<file path="src/rtl/csr_pkg.sv">
// Shared constants for the machine-mode CSR file: addresses, op codes, bit positions, cause codes.
package csr_pkg;

    localparam logic [11:0] CSR_MSTATUS   = 12'h300;
    localparam logic [11:0] CSR_MISA      = 12'h301;
    localparam logic [11:0] CSR_MIE       = 12'h304;
    localparam logic [11:0] CSR_MTVEC     = 12'h305;
    localparam logic [11:0] CSR_MSTATUSH  = 12'h310;
    localparam logic [11:0] CSR_MSCRATCH  = 12'h340;
    localparam logic [11:0] CSR_MEPC      = 12'h341;
    localparam logic [11:0] CSR_MCAUSE    = 12'h342;
    localparam logic [11:0] CSR_MTVAL     = 12'h343;
    localparam logic [11:0] CSR_MIP       = 12'h344;
    localparam logic [11:0] CSR_MHARTID   = 12'hF14;
    localparam logic [11:0] CSR_MCYCLE    = 12'hB00;
    localparam logic [11:0] CSR_MINSTRET  = 12'hB02;
    localparam logic [11:0] CSR_MCYCLEH   = 12'hB80;
    localparam logic [11:0] CSR_MINSTRETH = 12'hB82;
    localparam logic [11:0] CSR_CYCLE     = 12'hC00;
    localparam logic [11:0] CSR_INSTRET   = 12'hC02;
    localparam logic [11:0] CSR_CYCLEH    = 12'hC80;
    localparam logic [11:0] CSR_INSTRETH  = 12'hC82;

    typedef enum logic [1:0] {
        OP_NONE = 2'b00,
        OP_RW   = 2'b01,
        OP_RS   = 2'b10,
        OP_RC   = 2'b11
    } csr_op_e;

    localparam int MSTATUS_MIE  = 3;
    localparam int MSTATUS_MPIE = 7;
    localparam int MIE_MTIE     = 7;
    localparam int MIE_MEIE     = 11;
    localparam int MIP_MTIP     = 7;
    localparam int MIP_MEIP     = 11;

    // MXL=01 (RV32) with only the I extension bit set.
    localparam logic [31:0] MISA_VALUE = 32'h4000_0100;

    localparam logic [4:0] CAUSE_ILLEGAL_INSTR = 5'd2;
    localparam logic [4:0] CAUSE_BREAKPOINT    = 5'd3;
    localparam logic [4:0] CAUSE_ECALL_M       = 5'd11;
    localparam logic [4:0] CAUSE_IRQ_M_TIMER   = 5'd7;
    localparam logic [4:0] CAUSE_IRQ_M_EXT     = 5'd11;

endpackage

</file>
<file path="src/rtl/csr_file_m_counter.sv">
// Split 32/64-bit performance counter with independent low/high write ports.
module csr_counter #(
    parameter int W = 64
) (
    input  logic        clk,
    input  logic        rst_n,
    input  logic        inc,
    input  logic        wr_lo,
    input  logic        wr_hi,
    input  logic [31:0] wdata,
    output logic [31:0] lo,
    output logic [31:0] hi
);

    logic [31:0] lo_q;
    logic [31:0] hi_q;
    logic        step;

    // Any software write to the counter wins over that cycle's increment.
    assign step = inc && !wr_lo && !wr_hi;

    always_ff @(posedge clk or negedge rst_n) begin
        if (!rst_n) begin
            lo_q <= 32'd0;
            hi_q <= 32'd0;
        end else begin
            if (wr_lo) begin
                lo_q <= wdata;
            end else if (step) begin
                lo_q <= lo_q + 32'd1;
            end
            if (W == 64) begin
                if (wr_hi) begin
                    hi_q <= wdata;
                end else if (step && (lo_q == 32'hFFFF_FFFF)) begin
                    hi_q <= hi_q + 32'd1;
                end
            end
        end
    end

    assign lo = lo_q;
    assign hi = (W == 64) ? hi_q : 32'd0;

endmodule

</file>
<file path="src/rtl/csr_file_m.sv">
// Machine-mode CSR file: CSRRW/RS/RC, trap entry, MRET, interrupt enable/pending state.
// Optional mcycle/minstret counters are built when CSR_COUNTERS_EN is defined.
module csr_file_m
    import csr_pkg::*;
#(
    parameter logic [31:0] HART_ID     = 32'd0,
    parameter logic [31:0] MTVEC_RESET = 32'h0000_0000,
    parameter bit          VECTORED    = 1'b1,
    parameter int          COUNTER_W   = 64
) (
    input  logic        clk_i,
    input  logic        rst_ni,
    input  logic        csr_en_i,
    input  logic [1:0]  csr_op_i,
    input  logic        csr_src_sel_i,
    input  logic [4:0]  csr_uimm_i,
    input  logic [31:0] csr_rs1_i,
    input  logic [11:0] csr_addr_i,
    output logic [31:0] csr_rdata_o,
    output logic        csr_illegal_o,
    input  logic        trap_i,
    input  logic        trap_irq_i,
    input  logic [4:0]  trap_cause_i,
    input  logic [31:0] trap_pc_i,
    input  logic [31:0] trap_tval_i,
    input  logic        mret_i,
    input  logic        instret_i,
    input  logic        irq_ext_i,
    input  logic        irq_timer_i,
    output logic [31:0] trap_vector_o,
    output logic [31:0] mepc_o,
    output logic        irq_pending_o
);

    logic        mstatus_mie_q, mstatus_mpie_q;
    logic        mie_mtie_q, mie_meie_q;
    logic        mip_mtip_q, mip_meip_q;
    logic [31:2] mtvec_base_q;
    logic        mtvec_mode_q;
    logic [31:2] mepc_q;
    logic [31:0] mscratch_q, mcause_q, mtval_q;

    csr_op_e     op;
    logic        access, write_intent, implemented, do_write;
    logic [31:0] src, rdata_raw, wdata;

    assign op           = csr_op_e'(csr_op_i);
    assign access       = csr_en_i && (op != OP_NONE);
    assign src          = csr_src_sel_i ? {27'd0, csr_uimm_i} : csr_rs1_i;
    assign write_intent = (op == OP_RW) || (((op == OP_RS) || (op == OP_RC)) && (csr_uimm_i != 5'd0));

`ifdef CSR_COUNTERS_EN
    logic [31:0] mcycle_lo, mcycle_hi, minstret_lo, minstret_hi;

    csr_counter #(.W(COUNTER_W)) u_mcycle (
        .clk   (clk_i),
        .rst_n (rst_ni),
        .inc   (1'b1),
        .wr_lo (do_write && (csr_addr_i == CSR_MCYCLE)),
        .wr_hi (do_write && (csr_addr_i == CSR_MCYCLEH)),
        .wdata (wdata),
        .lo    (mcycle_lo),
        .hi    (mcycle_hi)
    );

    csr_counter #(.W(COUNTER_W)) u_minstret (
        .clk   (clk_i),
        .rst_n (rst_ni),
        .inc   (instret_i),
        .wr_lo (do_write && (csr_addr_i == CSR_MINSTRET)),
        .wr_hi (do_write && (csr_addr_i == CSR_MINSTRETH)),
        .wdata (wdata),
        .lo    (minstret_lo),
        .hi    (minstret_hi)
    );
`else
    logic unused_instret;
    assign unused_instret = instret_i;
`endif

    always_comb begin
        rdata_raw   = 32'd0;
        implemented = 1'b1;
        case (csr_addr_i)
            CSR_MSTATUS: begin
                rdata_raw[12:11]          = 2'b11;
                rdata_raw[MSTATUS_MIE]    = mstatus_mie_q;
                rdata_raw[MSTATUS_MPIE]   = mstatus_mpie_q;
            end
            CSR_MISA:     rdata_raw = MISA_VALUE;
            CSR_MIE: begin
                rdata_raw[MIE_MTIE] = mie_mtie_q;
                rdata_raw[MIE_MEIE] = mie_meie_q;
            end
            CSR_MTVEC:    rdata_raw = {mtvec_base_q, 1'b0, mtvec_mode_q};
            CSR_MSTATUSH: rdata_raw = 32'd0;
            CSR_MSCRATCH: rdata_raw = mscratch_q;
            CSR_MEPC:     rdata_raw = {mepc_q, 2'b00};
            CSR_MCAUSE:   rdata_raw = mcause_q;
            CSR_MTVAL:    rdata_raw = mtval_q;
            CSR_MIP: begin
                rdata_raw[MIP_MTIP] = mip_mtip_q;
                rdata_raw[MIP_MEIP] = mip_meip_q;
            end
            CSR_MHARTID:  rdata_raw = HART_ID;
`ifdef CSR_COUNTERS_EN
            CSR_MCYCLE, CSR_CYCLE:       rdata_raw = mcycle_lo;
            CSR_MCYCLEH, CSR_CYCLEH:     rdata_raw = mcycle_hi;
            CSR_MINSTRET, CSR_INSTRET:   rdata_raw = minstret_lo;
            CSR_MINSTRETH, CSR_INSTRETH: rdata_raw = minstret_hi;
`endif
            default:      implemented = 1'b0;
        endcase
    end

    // Read-only space is addr[11:10]==11; writing there is illegal, reading is fine.
    assign csr_illegal_o = access && (!implemented || (write_intent && (csr_addr_i[11:10] == 2'b11)));
    assign csr_rdata_o   = csr_illegal_o ? 32'd0 : rdata_raw;

    always_comb begin
        wdata = rdata_raw;
        case (op)
            OP_RW:   wdata = src;
            OP_RS:   wdata = rdata_raw | src;
            OP_RC:   wdata = rdata_raw & ~src;
            default: wdata = rdata_raw;
        endcase
    end

    // Trap and MRET on the same edge take the register file; the CSR write is dropped.
    assign do_write = access && write_intent && !csr_illegal_o && !trap_i && !mret_i;

    always_ff @(posedge clk_i or negedge rst_ni) begin
        if (!rst_ni) begin
            mstatus_mie_q  <= 1'b0;
            mstatus_mpie_q <= 1'b0;
            mie_mtie_q     <= 1'b0;
            mie_meie_q     <= 1'b0;
            mtvec_base_q   <= MTVEC_RESET[31:2];
            mtvec_mode_q   <= VECTORED & MTVEC_RESET[0];
            mepc_q         <= 30'd0;
            mscratch_q     <= 32'd0;
            mcause_q       <= 32'd0;
            mtval_q        <= 32'd0;
        end else if (trap_i) begin
            mepc_q         <= trap_pc_i[31:2];
            mcause_q       <= {trap_irq_i, 26'd0, trap_cause_i};
            mtval_q        <= trap_tval_i;
            mstatus_mpie_q <= mstatus_mie_q;
            mstatus_mie_q  <= 1'b0;
        end else if (mret_i) begin
            mstatus_mie_q  <= mstatus_mpie_q;
            mstatus_mpie_q <= 1'b1;
        end else if (do_write) begin
            case (csr_addr_i)
                CSR_MSTATUS: begin
                    mstatus_mie_q  <= wdata[MSTATUS_MIE];
                    mstatus_mpie_q <= wdata[MSTATUS_MPIE];
                end
                CSR_MIE: begin
                    mie_mtie_q <= wdata[MIE_MTIE];
                    mie_meie_q <= wdata[MIE_MEIE];
                end
                CSR_MTVEC: begin
                    mtvec_base_q <= wdata[31:2];
                    mtvec_mode_q <= VECTORED & wdata[0];
                end
                CSR_MSCRATCH: mscratch_q <= wdata;
                CSR_MEPC:     mepc_q     <= wdata[31:2];
                CSR_MCAUSE:   mcause_q   <= wdata;
                CSR_MTVAL:    mtval_q    <= wdata;
                default: ;
            endcase
        end
    end

    always_ff @(posedge clk_i or negedge rst_ni) begin
        if (!rst_ni) begin
            mip_mtip_q <= 1'b0;
            mip_meip_q <= 1'b0;
        end else begin
            mip_mtip_q <= irq_timer_i;
            mip_meip_q <= irq_ext_i;
        end
    end

    assign trap_vector_o = (mtvec_mode_q && trap_irq_i)
                         ? {mtvec_base_q, 2'b00} + {25'd0, trap_cause_i, 2'b00}
                         : {mtvec_base_q, 2'b00};
    assign mepc_o        = {mepc_q, 2'b00};
    assign irq_pending_o = mstatus_mie_q && ((mie_mtie_q && mip_mtip_q) || (mie_meie_q && mip_meip_q));

endmodule
</file>
<file path="config.mk">
export PLATFORM = sky130hd
export DESIGN_NAME = csr_file_m
export DESIGN_NICKNAME = d
export VERILOG_FILES = /design/src/rtl/csr_pkg.sv /design/src/rtl/csr_file_m_counter.sv /design/src/rtl/csr_file_m.sv
export SDC_FILE = /design/constraint.sdc
export NUM_CORES = 1
export LEC_CHECK = 0
export ABC_AREA = 1
export BUFFER_PORTS_ARGS = -buffer_cell sky130_fd_sc_hd__clkbuf_2
export CORE_MARGIN = 2
export CORE_UTILIZATION = 44
export DETAILED_ROUTE_END_ITERATION = 10
export PLACE_DENSITY_LB_ADDON = 0.3
export SYNTH_ARGS = -nofsm -noshare
export SYNTH_HDL_FRONTEND = slang
export SYNTH_HIERARCHICAL = 1
export SYNTH_SLANG_ARGS = --single-unit
</file>
<file path="constraint.sdc">
create_clock -name clk_i -period 2.34 [get_ports clk_i]
set_clock_uncertainty 0.05 [all_clocks]
set_input_delay 0.234 -clock clk_i [delete_from_list [all_inputs] [get_ports clk_i]]
set_output_delay 0.234 -clock clk_i [all_outputs]
set_load 0.02 [all_outputs]
</file>
**Yosys cells after proc, flatten, opt, wreduce, memory -nomap -nowiden**

Cells that the tools add are included.

- Register bits: 163
- Output and inout port bits: 98
- Word-level logic and storage cells: 103

- Bitwise logic cells: 5
- Multiplexer cells: 33
- $add $sub $neg: 1
- Equal/unequal tests: 16
- Reduce and logical (&&, ||, !) cells: 36

Operator list:

| kind | count |
|---|---|
| $mux W32 | 11 |
| $eq A12 B10 Y1 const B | 10 |
| $mux W30 | 4 |
| $pmux W19 S6 | 1 |
| $pmux W32 S3 | 1 |
| $add A32 B7 Y32 | 1 |
| $and A32 B32 Y32 | 1 |
| $not A32 Y32 | 1 |
| $or A32 B32 Y32 | 1 |
| $pmux W3 S5 | 2 |
| $pmux W3 S6 | 1 |
| $pmux W1 S8 | 2 |
| $eq A12 B12 Y1 const B | 1 |
| $logic_and A1 B1 Y1 | 12 |
| $pmux W1 S6 | 2 |
| $reduce_and A4 Y1 | 3 |
| $reduce_or A11 Y1 | 1 |
| $reduce_bool A2 Y1 | 5 |
| $mux W1 | 9 |
| $reduce_and A3 Y1 | 3 |
| $eq A2 B2 Y1 const B | 3 |
| $reduce_bool A3 Y1 | 2 |
| $reduce_bool A5 Y1 | 1 |
| $logic_not A1 Y1 | 4 |
| 5 further kinds | 9 |

**Longest topological paths before layout**

- Depth after elaboration: 14
- Mapped depth: 16
- Mapped depth without buffers: 15

**Worst setup path after synthesis**

No wires, ideal clock.

- Kind: reg2out
- Start point: register mtvec_base_q[2] (netlist name)
- End point: output port trap_vector_o[22]
- Slack: -172 ps
- Cell stages (with the launch flop): 14
- Data arrival time: 2228 ps
- Required time: 2056 ps
- Cells stage by stage: dfrtp_1 ha_1 inv_1 fa_1 inv_1 nand3_1 nand2_1 nand2_1 nand2_1 nand2_1 nor3_1 nand4_1 nor2_1 xor2_1

- Longest elaborated chain between the ends: 2

Ends and longest elaborated chain:

| what | RTL line | text |
|---|---|---|
| start, declared | csr_file_m.sv:38 | `logic [31:2] mtvec_base_q;` |
| start signal, assigned | csr_file_m.sv:139 | `mtvec_base_q <= MTVEC_RESET[31:2];` |
| start signal, assigned | csr_file_m.sv:165 | `mtvec_base_q <= wdata[31:2];` |
| $add A32 B7 Y32 | csr_file_m.sv:188 | `? {mtvec_base_q, 2'b00} + {25'd0, trap_cause_i, 2'b00}` |
| $mux W32 | csr_file_m.sv:188 |  |
| end, declared | csr_file_m.sv:30 | `output logic [31:0] trap_vector_o,` |

No other way between the ends.

**Worst setup path in the final report**

- Start point: register mtvec_base_q[2] (netlist name)
- End point: output port trap_vector_o[26]

Same word-level chain as after synthesis.

==> out/qor.yml <==
status:
  violations: "negative setup slack"
  status: "complete, but fails checks"
place:
  gp_congestion: 0.9493
  dp_slack_ns: -0.2330
  postPlaceCellArea_um2: 13400
  dp_hpwl_um: 32940
  numPortBuffers: 220
sta:
  rsz0062_at_grt: "yes"
  slew_viol_final: 0
  tightest_slew_ns: 0.5495
  period_needed_ns: 2.916
  hold_viol_final: 0
  final.setup.worst_slack_ns: -0.5758
  min_period_over_period_pct: 124.6
  max_freq_mhz: 343.0
  maxSlewHeadroom_pct: 63.08
  setup-violations-final: 25
route:
  drtAntennaViolNets: 0
  via_per_inst: 5.478
  wirelength_um: 44610
  wl_per_cell_um: 18.66
  drc_errors: 0
  first_pass_iters: 6
  vias: 13100
  drt_iter0_drc: 1333
global_routing:
  grt_pass1_vias: 12210
  grt_max_degree: 71
  gr-total-overflow: 0
  grtUsageTotal_pct: 33.48
  grt_pass1_wl_um: 68410
  antenna_found_initial: 0
logic_synthesis:
  synth_fa_ha_area_share_pct: 0.7387
  synth_top_family_by_area: "simple AND/OR/NAND/NOR gates"
  synth_compound_area_share_pct: 7.476
  synthXorXnorAreaFrac_pct: 1.880
  syn_inst: 1747
  synthArstFlopShare_pct: 100.0
  synthMuxAreaShare_pct: 0
  yosys_warnings: 6
  yosysSeqAreaShare_pct: 36.49
  synthesis.area_um2: 11180
  synth_edf_count: 0
  synth_top_area_cell: "dfrtp_1"
  synth_cell_types: 41
  avgSynthCellArea_um2: 6.399
  synth_seq_cells: 163
  synth_area_leaders: "dfrtp_1, nand2_1, nand3_1"
  synth_ff_type: "dfrtp_1"
  yosysTopAreaCellShare_pct: 36.49
  synth_simple_gate_area_share_pct: 43.72
pwr:
  p_int_mw: 5.089
  p_comb_share_pct: 15.1
  seqPwrFrac_pct: 42.5
  vdd_drop_max_v: 0.0004332
  total_leakage_power_nw: 8.083
  clockPowerShare_pct: 42.4
  power_density_nw_per_um2: 488.8
  p_sw_mw: 2.150
  swShare_pct: 29.70
clock_network:
  clock_latency_ns: 0.44
  clk_pin_slew_worst_paths_ns: 0.07
  cts_sinks: 163
  cts_root_buffer: "clkbuf_16"
  cts_buffer_depth: 2
  cts_max_level: 4
  tritoncts: "yes"
  cts_inserted_buffers: 17
final_layout:
  fin_nets: 2184
  drive_gt1_share_pct: 22.76
  layout_commonest_cell: "nand2_1"
  antennaDiodeCount: 0
  syn_to_final_growth_pct: 32.48
  final_cell_mix: "nand2_1, nand3_1, clkbuf_2"
  fin_area_um2: 14810
  fillers: 2407
job:
  drv_cap: 0
critical_path:
  critical_path_class: "flop to output pin"
  cp.required_ns: 2.06
  path_cells: "ha_2 -> inv_2 -> fa_2 -> inv_2 -> nand3_2 -> nand2_2 -> nand2_2 -> nand2_4 -> nand2_4 -> nor3_4 -> nand4_1 -> nor2_4 -> nand3_1 -> nand2_1 -> clkbuf_8"
  cp-end-kind: "output pin"
  crit_path_max_fanout: 3
  cp_top_family: "simple AND/OR/NAND/NOR gates"
  critPathLaunchType: "flop"
  slowest_stage: "dfrtp_1"
  path_buf_inv: 3
  cpPeakStageDelay_ns: 0.36
  cp_data_arrival_time_ns: 2.63
floorplanning:
  io_pins: 228
  die_h_um: 163.4
  die_x_um: 163.4
  rows: 58
  start_util_pct: 44.65
  die_area_um2: 26700
  core-area_um2: 25040
min_path:
  hold_class: "input pin to flop"
cells by family after synthesis:
kind of cell | Yosys count
compound gates | 149
xor+xnor | 24
fa+ha+maj | 6
buf+inv | 253
flops | 163
other cells | 1
simple gates | 1151
state kept, by name (all words and copies together) (netlist names), 30 cells and up:
register and flops:
mtval_q 32, mcause_q 32, mtvec_base_q 30, mepc_q 30, mscratch_q 32
what timing repair did:
| item | in CTS | in global routing |
|---|---|---|
| pin swaps | 23 | 11 |
| endpoints found under the setup margin | 27 | 27 |
| resized for setup | 78 | 59 |
| hold buffers | 27 | 0 |
| hold endpoints to repair | 66 | 0 |
| buffers inserted | 12 | 2 |
synth_stat cells, types with 7 or more instances:
master and n:
buf_2 29, o21ai_0 93, a21oi_1 16, a221o_1 11, nor2_1 94, o21ai_1 18
xor2_1 23, dfrtp_1 163, inv_1 148, nand4_1 41, buf_1 7, nand2_1 733
nor3_1 16, inv_2 7, buf_4 12, nand3_1 244, clkbuf_1 40
power groups by stage:
stage	combinational, mW	clock [mW]	sequential (mW)
2_1_floorplan	0.470	0	3.14
6_report	1.09	3.07	3.08
3_3_place_gp	0.994	0	3.12
3_5_place_dp	1.01	0	3.12
4_1_cts	1.07	3.07	3.07
5_1_grt	1.19	3.19	3.09
per-layer routing:
layer	track usage, %	vias up	part of all wire, %
li1	-	6196	-
met1	46.20	6051	41
met2	53.16	738	45
met3	5.612	114	10
met4	11.71	0	3.3
met5	0	-	0
worst reg2reg max path: cells and delay by family (launching register included):
| kind | cells | cell delay, ns |
|---|---|---|
| buffers and inverters | 2 | 0.32 |
| flip-flops | 1 | 0.39 |
| AND/OR/NAND/NOR | 10 | 0.92 |
layout make-up:
| cell class | instances | area [µm²] | area share (%) |
|---|---|---|---|
| multi-input cells | 1334 | 6395 | 43.18 |
| clock inverters | 14 | 191.4 | 1.293 |
| inverters | 159 | 601.8 | 4.064 |
| clock buffers | 18 | 439.2 | 2.965 |
| well taps | 330 | 412.9 | 2.788 |
| repair buffers | 373 | 2689 | 18.15 |
| flip-flops and latches | 163 | 4081 | 27.56 |
worst paths after layout:
kind                       cells after the start       startpoint  slack (ns)           endpoint
hold / removal                                 5  trap_tval_i[26]        0.03        mtval_q[26]
setup / recovery                              15  mtvec_base_q[2]       -0.58  trap_vector_o[26]
setup reg to reg                              12  mtvec_base_q[3]        0.55      mstatus_mie_q
min in group asynchronous                      2           rst_ni        0.25    mtvec_base_q[3]
hold reg to reg                                2     mcause_q[18]        0.43       mcause_q[18]
max in group asynchronous                      3           rst_ni        1.24   mtvec_base_q[11]
through the flow:
step	hold WS [ns]	TNS [ns]	cells	total power [mW]	util (%)
global placement	0.1512	-0.9761	2327	4.117	53.51
global route	0.05554	-11.07	2391	7.475	59.16
detailed placement	0.1450	-1.413	2327	4.133	53.51
finish	0.03494	-7.789	2391	7.239	59.16
CTS	0.03073	-8.426	2392	7.213	58.56
floorplan	-0.1116	-0.1329	1750	3.613	-
Note: power is estimated with default switching activity, not from simulation.
